<file path="src/rtl/conv_pkg.sv">
// Shared configuration, state encoding and width helper for the convolution
// loop-nest controller.
package conv_pkg;

  typedef struct packed {
    int unsigned FEATURE_MAP_WIDTH;
    int unsigned FEATURE_MAP_HEIGHT;
    int unsigned INPUT_NB_CHANNELS;
    int unsigned OUTPUT_NB_CHANNELS;
    int unsigned KERNEL_SIZE;
    int unsigned DATA_WIDTH;
  } config_t;

  localparam config_t DEFAULT_CFG = '{
    FEATURE_MAP_WIDTH:  4,
    FEATURE_MAP_HEIGHT: 4,
    INPUT_NB_CHANNELS:  2,
    OUTPUT_NB_CHANNELS: 2,
    KERNEL_SIZE:        3,
    DATA_WIDTH:         8
  };

  typedef enum logic [1:0] {
    IDLE  = 2'd0,
    FETCH = 2'd1,
    WRITE = 2'd2
  } ctrl_state_t;

  // Counter width for a range of n values; a single-value range still gets one bit.
  function automatic int cw(input int n);
    return (n > 1) ? $clog2(n) : 1;
  endfunction

endpackage

</file>
<file path="src/rtl/conv_loop_ctrl_wrap_counter.sv">
// Modulo-MAX counter with a terminal flag; chained through (last && en) to
// build the loop nest.
module wrap_counter
  import conv_pkg::*;
#(
  parameter int MAX = 2
) (
  input  logic             clk,
  input  logic             rst,
  input  logic             clr,
  input  logic             en,
  output logic [cw(MAX)-1:0] value,
  output logic             last
);

  localparam int VW = cw(MAX);
  localparam logic [VW-1:0] TOP = VW'(MAX - 1);

  logic [VW-1:0] value_q, value_d;

  always_comb begin
    value_d = value_q;
    if (clr) begin
      value_d = '0;
    end else if (en) begin
      value_d = last ? '0 : value_q + 1'b1;
    end
  end

  always_ff @(posedge clk) begin
    if (rst) value_q <= '0;
    else     value_q <= value_d;
  end

  assign value = value_q;
  assign last  = (value_q == TOP);

endmodule

</file>
<file path="src/rtl/conv_loop_ctrl.sv">
// Loop-nest controller: walks output pixels and their kernel taps, pairs the
// activation/weight streams into MAC enables and flags finished pixels.
module conv_loop_ctrl
  import conv_pkg::*;
#(
  parameter config_t cfg = conv_pkg::DEFAULT_CFG
) (
  input  logic                                        clk,
  input  logic                                        rst,
  input  logic                                        start,
  output logic                                        running,
  output logic                                        done,
  input  logic                                        a_valid,
  output logic                                        a_ready,
  input  logic                                        b_valid,
  output logic                                        b_ready,
  output logic [cw(int'(cfg.FEATURE_MAP_WIDTH))-1:0]  act_x,
  output logic [cw(int'(cfg.FEATURE_MAP_HEIGHT))-1:0] act_y,
  output logic [cw(int'(cfg.INPUT_NB_CHANNELS))-1:0]  tap_ci,
  output logic [cw(int'(cfg.KERNEL_SIZE))-1:0]        tap_kx,
  output logic [cw(int'(cfg.KERNEL_SIZE))-1:0]        tap_ky,
  output logic                                        mac_en,
  output logic                                        mac_clear,
  output logic                                        out_valid,
  output logic [cw(int'(cfg.FEATURE_MAP_WIDTH))-1:0]  out_x,
  output logic [cw(int'(cfg.FEATURE_MAP_HEIGHT))-1:0] out_y,
  output logic [cw(int'(cfg.OUTPUT_NB_CHANNELS))-1:0] out_ch,
  output logic [1:0]                                  dbg_state
);

  localparam int W     = int'(cfg.FEATURE_MAP_WIDTH);
  localparam int H     = int'(cfg.FEATURE_MAP_HEIGHT);
  localparam int CI    = int'(cfg.INPUT_NB_CHANNELS);
  localparam int CO    = int'(cfg.OUTPUT_NB_CHANNELS);
  localparam int K     = int'(cfg.KERNEL_SIZE);
  localparam int XW    = cw(W);
  localparam int YW    = cw(H);
  localparam int MAXWH = (W > H) ? W : H;
  localparam int IW    = $clog2(MAXWH) + 2;

  localparam logic signed [IW-1:0] ZERO = '0;
  localparam logic signed [IW-1:0] HALF = IW'(K / 2);
  localparam logic signed [IW-1:0] X_HI = IW'(W - 1);
  localparam logic signed [IW-1:0] Y_HI = IW'(H - 1);

  ctrl_state_t state_q, state_d;
  logic        done_q, done_d;

  logic kx_last, ky_last, ci_last, ox_last, oy_last, ch_last;
  logic in_fetch, in_write, cnt_clr;
  logic pad, fire, inner_adv, inner_last, last_pixel;
  logic signed [IW-1:0] ix, iy;

  assign in_fetch = (state_q == FETCH);
  assign in_write = (state_q == WRITE);
  assign cnt_clr  = (state_q == IDLE);

  // Inner loop: kx fastest, then ky, then ci.
  wrap_counter #(.MAX(K))  u_kx (.clk, .rst, .clr(cnt_clr), .en(inner_adv),
                                 .value(tap_kx), .last(kx_last));
  wrap_counter #(.MAX(K))  u_ky (.clk, .rst, .clr(cnt_clr), .en(inner_adv && kx_last),
                                 .value(tap_ky), .last(ky_last));
  wrap_counter #(.MAX(CI)) u_ci (.clk, .rst, .clr(cnt_clr), .en(inner_adv && kx_last && ky_last),
                                 .value(tap_ci), .last(ci_last));

  // Outer loop advances once per WRITE; everything wraps to zero after the last pixel.
  wrap_counter #(.MAX(W))  u_ox (.clk, .rst, .clr(cnt_clr), .en(in_write),
                                 .value(out_x), .last(ox_last));
  wrap_counter #(.MAX(H))  u_oy (.clk, .rst, .clr(cnt_clr), .en(in_write && ox_last),
                                 .value(out_y), .last(oy_last));
  wrap_counter #(.MAX(CO)) u_ch (.clk, .rst, .clr(cnt_clr), .en(in_write && ox_last && oy_last),
                                 .value(out_ch), .last(ch_last));

  assign ix = $signed(IW'(out_x)) + $signed(IW'(tap_kx)) - HALF;
  assign iy = $signed(IW'(out_y)) + $signed(IW'(tap_ky)) - HALF;
  assign pad = (ix < ZERO) || (ix > X_HI) || (iy < ZERO) || (iy > Y_HI);

  // Cross-coupled readies make the two streams transfer together or not at all.
  assign fire       = a_valid && b_valid;
  assign a_ready    = in_fetch && !pad && b_valid;
  assign b_ready    = in_fetch && !pad && a_valid;
  assign mac_en     = in_fetch && !pad && fire;
  assign inner_adv  = in_fetch && (pad || fire);
  assign inner_last = kx_last && ky_last && ci_last;
  assign last_pixel = ox_last && oy_last && ch_last;

  always_comb begin
    state_d = state_q;
    done_d  = 1'b0;
    case (state_q)
      IDLE:    if (start) state_d = FETCH;
      FETCH:   if (inner_adv && inner_last) state_d = WRITE;
      WRITE: begin
        state_d = last_pixel ? IDLE : FETCH;
        done_d  = last_pixel;
      end
      default: state_d = IDLE;
    endcase
  end

  always_ff @(posedge clk) begin
    if (rst) begin
      state_q <= IDLE;
      done_q  <= 1'b0;
    end else begin
      state_q <= state_d;
      done_q  <= done_d;
    end
  end

  assign running   = in_fetch || in_write;
  assign done      = done_q;
  assign out_valid = in_write;
  assign mac_clear = in_write;
  assign act_x     = in_fetch ? ix[XW-1:0] : '0;
  assign act_y     = in_fetch ? iy[YW-1:0] : '0;
  assign dbg_state = state_q;

endmodule
</file>
<file path="config.mk">
export PLATFORM = sky130hd
export DESIGN_NAME = conv_loop_ctrl
export DESIGN_NICKNAME = d
export VERILOG_FILES = /design/src/rtl/conv_pkg.sv /design/src/rtl/conv_loop_ctrl_wrap_counter.sv /design/src/rtl/conv_loop_ctrl.sv
export SDC_FILE = /design/constraint.sdc
export NUM_CORES = 1
export LEC_CHECK = 0
export CAP_MARGIN = 25
export CORE_UTILIZATION = 34
export DETAILED_ROUTE_END_ITERATION = 6
export PLACE_DENSITY = 0.66
export SKIP_CTS_REPAIR_TIMING = 1
export SYNTH_ARGS = -nofsm -noshare
export SYNTH_HDL_FRONTEND = slang
export SYNTH_SLANG_ARGS = --single-unit
</file>
<file path="constraint.sdc">
create_clock -name clk -period 1.93 [get_ports clk]
set_input_delay 0.193 -clock clk [delete_from_list [all_inputs] [get_ports clk]]
set_output_delay 0.193 -clock clk [all_outputs]
set_load 0.01 [all_outputs]
</file>
==> results of run 1 <==
[cell families (layout without fill, tap and decap cells)]
logic type / count (synthesis) / count (layout)
adder cells (fa/ha/maj): 12 / 12
buffers and inverters: 18 / 60
AND/OR/NAND/NOR: 41 / 41
multiplexers: 4 / 4
AO/OA/AOI/OAI: 11 / 11
XOR/XNOR: 4 / 4
flip-flops: 13 / 13
[area by class of cell]
cell class,count,area [um2],area share (%)
timing repair buffer,41,368,26.8
multi-input combinational,72,623,45.3
inverter,15,56.3,4.09
clock buffer,4,26.3,1.91
tap,28,35.0,2.55
sequential,13,267,19.4
[where the power goes]
| group | total, mW | internal, mW | switching, mW |
|---|---|---|---|
| sequential | 0.293 | 0.279 | 0.0143 |
| clock | 0.170 | 0.0800 | 0.0903 |
| combinational | 0.347 | 0.190 | 0.157 |
[worst max-delay path, delay by kind of cell (launching register included)]
kind,cells,cell delay (ns)
adders and majority gates,2,0.40
and+or+nand+nor,3,0.37
DFF,1,0.34
buffers and inverters,3,0.20
xor gates and xnor gates,1,0.17
[layer usage]
layer,track usage (%),up-vias
met3,2.03,4
met1,20.8,366
met2,27.8,18
met4,7.89,0
li1,-,426
met5,0,-
[layout by cell type, fill, tap and decap left out, types with 2 or more instances in the layout]
cell,instances
buf_2,3
or3_1,2
and3_1,2
inv_2,5
nor2_1,12
clkbuf_4,3
buf_4,14
dfxtp_1,8
xor2_2,2
dlymetal6s2s_1,3
dfxtp_2,5
xor2_1,2
mux2i_1,3
a21oi_1,5
inv_1,10
nor2b_1,4
nor3_1,4
nand3_1,3
nand2_1,5
clkdlybuf4s50_1,21
ha_4,5
and2_1,4
ha_1,7
[worst max path at each step]
stage,from,end,slack [ns],cells past startpoint
floorplan,u_kx.value[1],mac_en,0.01,8
global placement,u_kx.value[1],mac_en,-0.19,9
detailed placement,u_ox.value[1],mac_en,-0.25,9
CTS,u_ox.value[1],mac_en,-0.57,9
global route,u_ky.value[1],mac_en,-0.13,9
finish,u_ky.value[1],mac_en,-0.03,9
[state kept, by name, indices dropped and copies added, names as in the netlist]
name        count
dbg_state       2
u_kx.value      2
u_ky.value      2
u_ox.value      2
u_oy.value      2
done            1
u_ch.last       1
u_ci.last       1
[through the flow]
step / hold slack (ns) / utilization, %
floorplan: 0.269 / -
global placement: 0.477 / 54.2
detailed placement: 0.479 / 54.2
CTS: 0.494 / 55.3
global route: 0.538 / 59.3
finish: 0.490 / 59.3
==> flow_summary.ini, run 1 <==
[status]
status = finished with violations
violations = setup timing

[placed_design]
place_area_um2 = 1260
port_buffers = 27
place_inst = 168
dp_slack_ns = -0.247
gp_congestion = 0.774
dpl.hpwl_mm = 1.53

[floorplan]
dieArea_um2 = 2760
start_util_pct = 37.5
die_h_um = 52.5
rows = 17
io_pins = 28
design.core.area_um2 = 2320
die_w_um = 52.5

[worst_setup_path]
rrSetupSlack_ns = 0.04
slowest_stage = dfxtp_2
cp_max_fo = 2
endpoint_kind = primary output
crit_chain = inv_2, ha_4, inv_2, ha_4, xor2_2, nor2_1, and3_1, and2_1, buf_2
path_class = reg -> out
r2r-end = u_kx.value[1]
r2r-start = u_ky.value[1]
slowest_delay_ns = 0.34
crit_arrival_ns = 1.76
rr_worst_depth = 9
crit_required_ns = 1.74
worstSetupStartpointType = register

[routing]
drt_iter0_drc = 8
drcViolationCount = 0
wl_per_cell_um = 11.9
routed-wl-met3_um = 85
ant_nets = 0
highest_layer = met4
vias_per_cell = 4.71
firstDrtPassIters = 4
wl_met1_mm = 1.02
totalWireLength_mm = 2.05
dr_wl_met2_um = 922
num_vias = 814

[clocking]
htreeDepth = 1
worstSkewPairLatency_ns = 0.27
cts_buffer_depth = 2
cts_tree = built
path_clk_slew_ns = 0.08
cts_buffers = 3
clockRootBuffer = clkbuf_4
cts.sinks = 13

[finish]
synthToLayoutAreaGrowth_pct = 58.4
stdcell_count = 173
design_area_um2 = 1380
drive_gt1_share_pct = 30.3
antenna_cells = 0
fill_cells = 216
nets = 163

[logic_synthesis]
synthArstFlopShare_pct = 0
yosysMostFrequentCell = inv_1
synth_area_leaders = dfxtp_1, ha_1, inv_1, nor2_1, xor2_2
yosys.area_share.simple_pct = 24.5
synthAdderAreaFrac_pct = 17.3
avgSynthCellArea_um2 = 8.43
synth.area.mux_share_pct = 4.76
synth-edff-count = 0
ys_types = 28
synth_fp_nets = 120
synth_common_cells = inv_1, dfxtp_1, ha_1, nor2_1
synth_cells = 103
ys_ff_latch = 13
yosysWarnings = 0
synth_top_family_by_area = simple AND/OR/NAND/NOR gates
synth_compound_area_share_pct = 9.51
ys_seq_area_share_pct = 30.0
synthDominantCellAreaShare_pct = 30.0
synth.largest_area_cell = dfxtp_1
synthesis.area_um2 = 868
synth_ff_type = dfxtp_1
synth-xor-area-share_pct = 5.76

[timing]
max-slew-margin-rel_pct = 79.6
tightestPinTransition_ns = 0.302
setup_tns_ns = -0.0262
setup_violations = 1
rsz0062_at_grt = true
fin_crit_ns = 1.96
hold_viol = 0
fmax_ghz = 0.511
skew_ns = 0.00621
min_period_over_period_pct = 101
setup_ws_ns = -0.0262
slew_viol_final = 0

[hold_path]
hold_path_depth = 2
hp-start = u_ch.last
worstHoldEndpoint = done
hp-class = reg -> reg

[global_routing]
grt_pass1_vias = 816
grt_pass1_wl_mm = 3.37
gr-usage-all-layers_pct = 16.6
antenna_found_initial = 0
overflow = 0
grt_max_degree = 11

[run]
drv_cap = 0

[pwr]
powerDensity_nw_per_um2 = 589
vdd_ir_drop_max_mv = 0.335
p_total_uw = 810
p_leak_nw = 0.586
No activity file was read; power rests on OpenSTA's default activity.
==> run 2: changes to the inputs <==
--- a/config.mk
+++ b/config.mk
@@ -9,7 +9,6 @@
 export CORE_UTILIZATION = 34
 export DETAILED_ROUTE_END_ITERATION = 6
 export PLACE_DENSITY = 0.66
-export SKIP_CTS_REPAIR_TIMING = 1
 export SYNTH_ARGS = -nofsm -noshare
 export SYNTH_HDL_FRONTEND = slang
 export SYNTH_SLANG_ARGS = --single-unit
==> flow_summary.ini, run 2 (same netlist as run 1, synthesis figures left out) <==
[status]
status = finished with violations
violations = setup timing

[finish]
synthToLayoutAreaGrowth_pct = 55.6
stdcell_count = 173
design_area_um2 = 1350
drive_gt1_share_pct = 29.0
nets = 163
final_cell_mix = clkdlybuf4s50_1, buf_4, nor2_1
layout_commonest_cell = clkdlybuf4s50_1
antenna_cells = 0
fin_util_pct = 58.3
fill_cells = 221

[run]
drv_cap = 0

[floorplan]
io_pins = 28
dieArea_um2 = 2760
die_w_um = 52.5
start_util_pct = 37.5
design.core.area_um2 = 2320
die_h_um = 52.5
rows = 17

[global_routing]
gr-usage-all-layers_pct = 17.1
grt_pass1_wl_mm = 3.48
grt_pass1_vias = 838
grt_max_degree = 11
antenna_found_initial = 0
overflow = 0

[clocking]
cts.sinks = 13
clockRootBuffer = clkbuf_4
cts_buffers = 3
path_clk_slew_ns = 0.08
cts_buffer_depth = 2
cts_tree = built
worstSkewPairLatency_ns = 0.28
htreeDepth = 1

[timing]
setup_ws_ns = -0.0274
fmax_ghz = 0.511
rsz0062_at_grt = true
hold_viol = 0
tightestPinTransition_ns = 0.301
holdWs_ns = 0.493
setup_tns_ns = -0.0274
slew_viol_final = 0
skew_ns = 0.00478
min_period_over_period_pct = 101
max-slew-margin-rel_pct = 79.6
setup_violations = 1
fin_crit_ns = 1.96

[worst_setup_path]
slowest_delay_ns = 0.35
worstSetupStartpointType = register
crit_arrival_ns = 1.76
crit_required_ns = 1.74
cp_max_fo = 2
slowest_stage = dfxtp_1
crit_chain = inv_1, ha_1, inv_1, ha_4, xor2_2, nor2_1, and3_1, and2_1, buf_2
critPathTopFamily = flip-flops
critPathBufInv = 3
path_class = reg -> out
path_common_cell = inv_1
endpoint_kind = primary output

[placed_design]
dp_slack_ns = -0.247
dpl.hpwl_mm = 1.53
port_buffers = 27
place_area_um2 = 1260
place_inst = 168
gp_congestion = 0.774

[routing]
num_vias = 816
totalWireLength_mm = 2.02
drcViolationCount = 0
drt_iter0_drc = 4
firstDrtPassIters = 2
ant_nets = 0
vias_per_cell = 4.72
wl_per_cell_um = 11.7

[pwr]
p_leak_nw = 0.550
vdd_ir_drop_max_mv = 0.336
p_total_uw = 802
powerDensity_nw_per_um2 = 594

[hold_path]
hp-class = reg -> reg
[run 2: what timing repair did]
item                       CTS  global route
resized for setup           27             8
setup buffers                0             1
pin swaps                    7             7
hold buffers                 0             0
hold endpoints to repair     0             0
cloned                       0             0
setup endpoints to repair   12            10
[run 2: worst min-delay path: stages (launching register included)]
cell	delay [ns]
dfxtp_1	0.35
nand2_1	0.07
nor3_1	0.04
[run 2: report_power, final]
group          switching, mW  internal (mW)  leakage, nW  total, mW
clock                 0.0920         0.0802       0.0150      0.172
sequential            0.0143          0.279        0.108      0.293
combinational          0.158          0.180        0.427      0.337
[run 2: layer usage]
layer | up-vias | part of all wire, % | GRT usage (%)
met3 | 6 | 4.4 | 2.03
met2 | 22 | 44 | 29.1
li1 | 425 | - | -
met5 | - | 0 | 0
met1 | 363 | 50 | 21.2
met4 | 0 | 2.3 | 7.89
[run 2: layout make-up]
type | count | area, um2 | area share, %
clock buffer | 4 | 26.3 | 1.94
inverter | 15 | 56.3 | 4.17
multi-input combinational | 72 | 611 | 45.2
sequential | 13 | 267 | 19.7
tap | 28 | 35.0 | 2.59
timing repair buffer | 41 | 357 | 26.4
[run 2: path summary, 6_finish.rpt]
check	end	cells past startpoint	start	slack, ns
worst max register to register	u_ky.value[1]	9	u_ky.value[1]	0.07
worst min-delay path	done	2	u_ch.last	0.49
worst min register to register	done	2	u_ch.last	0.49
worst max-delay path	mac_en	9	u_ky.value[0]	-0.03
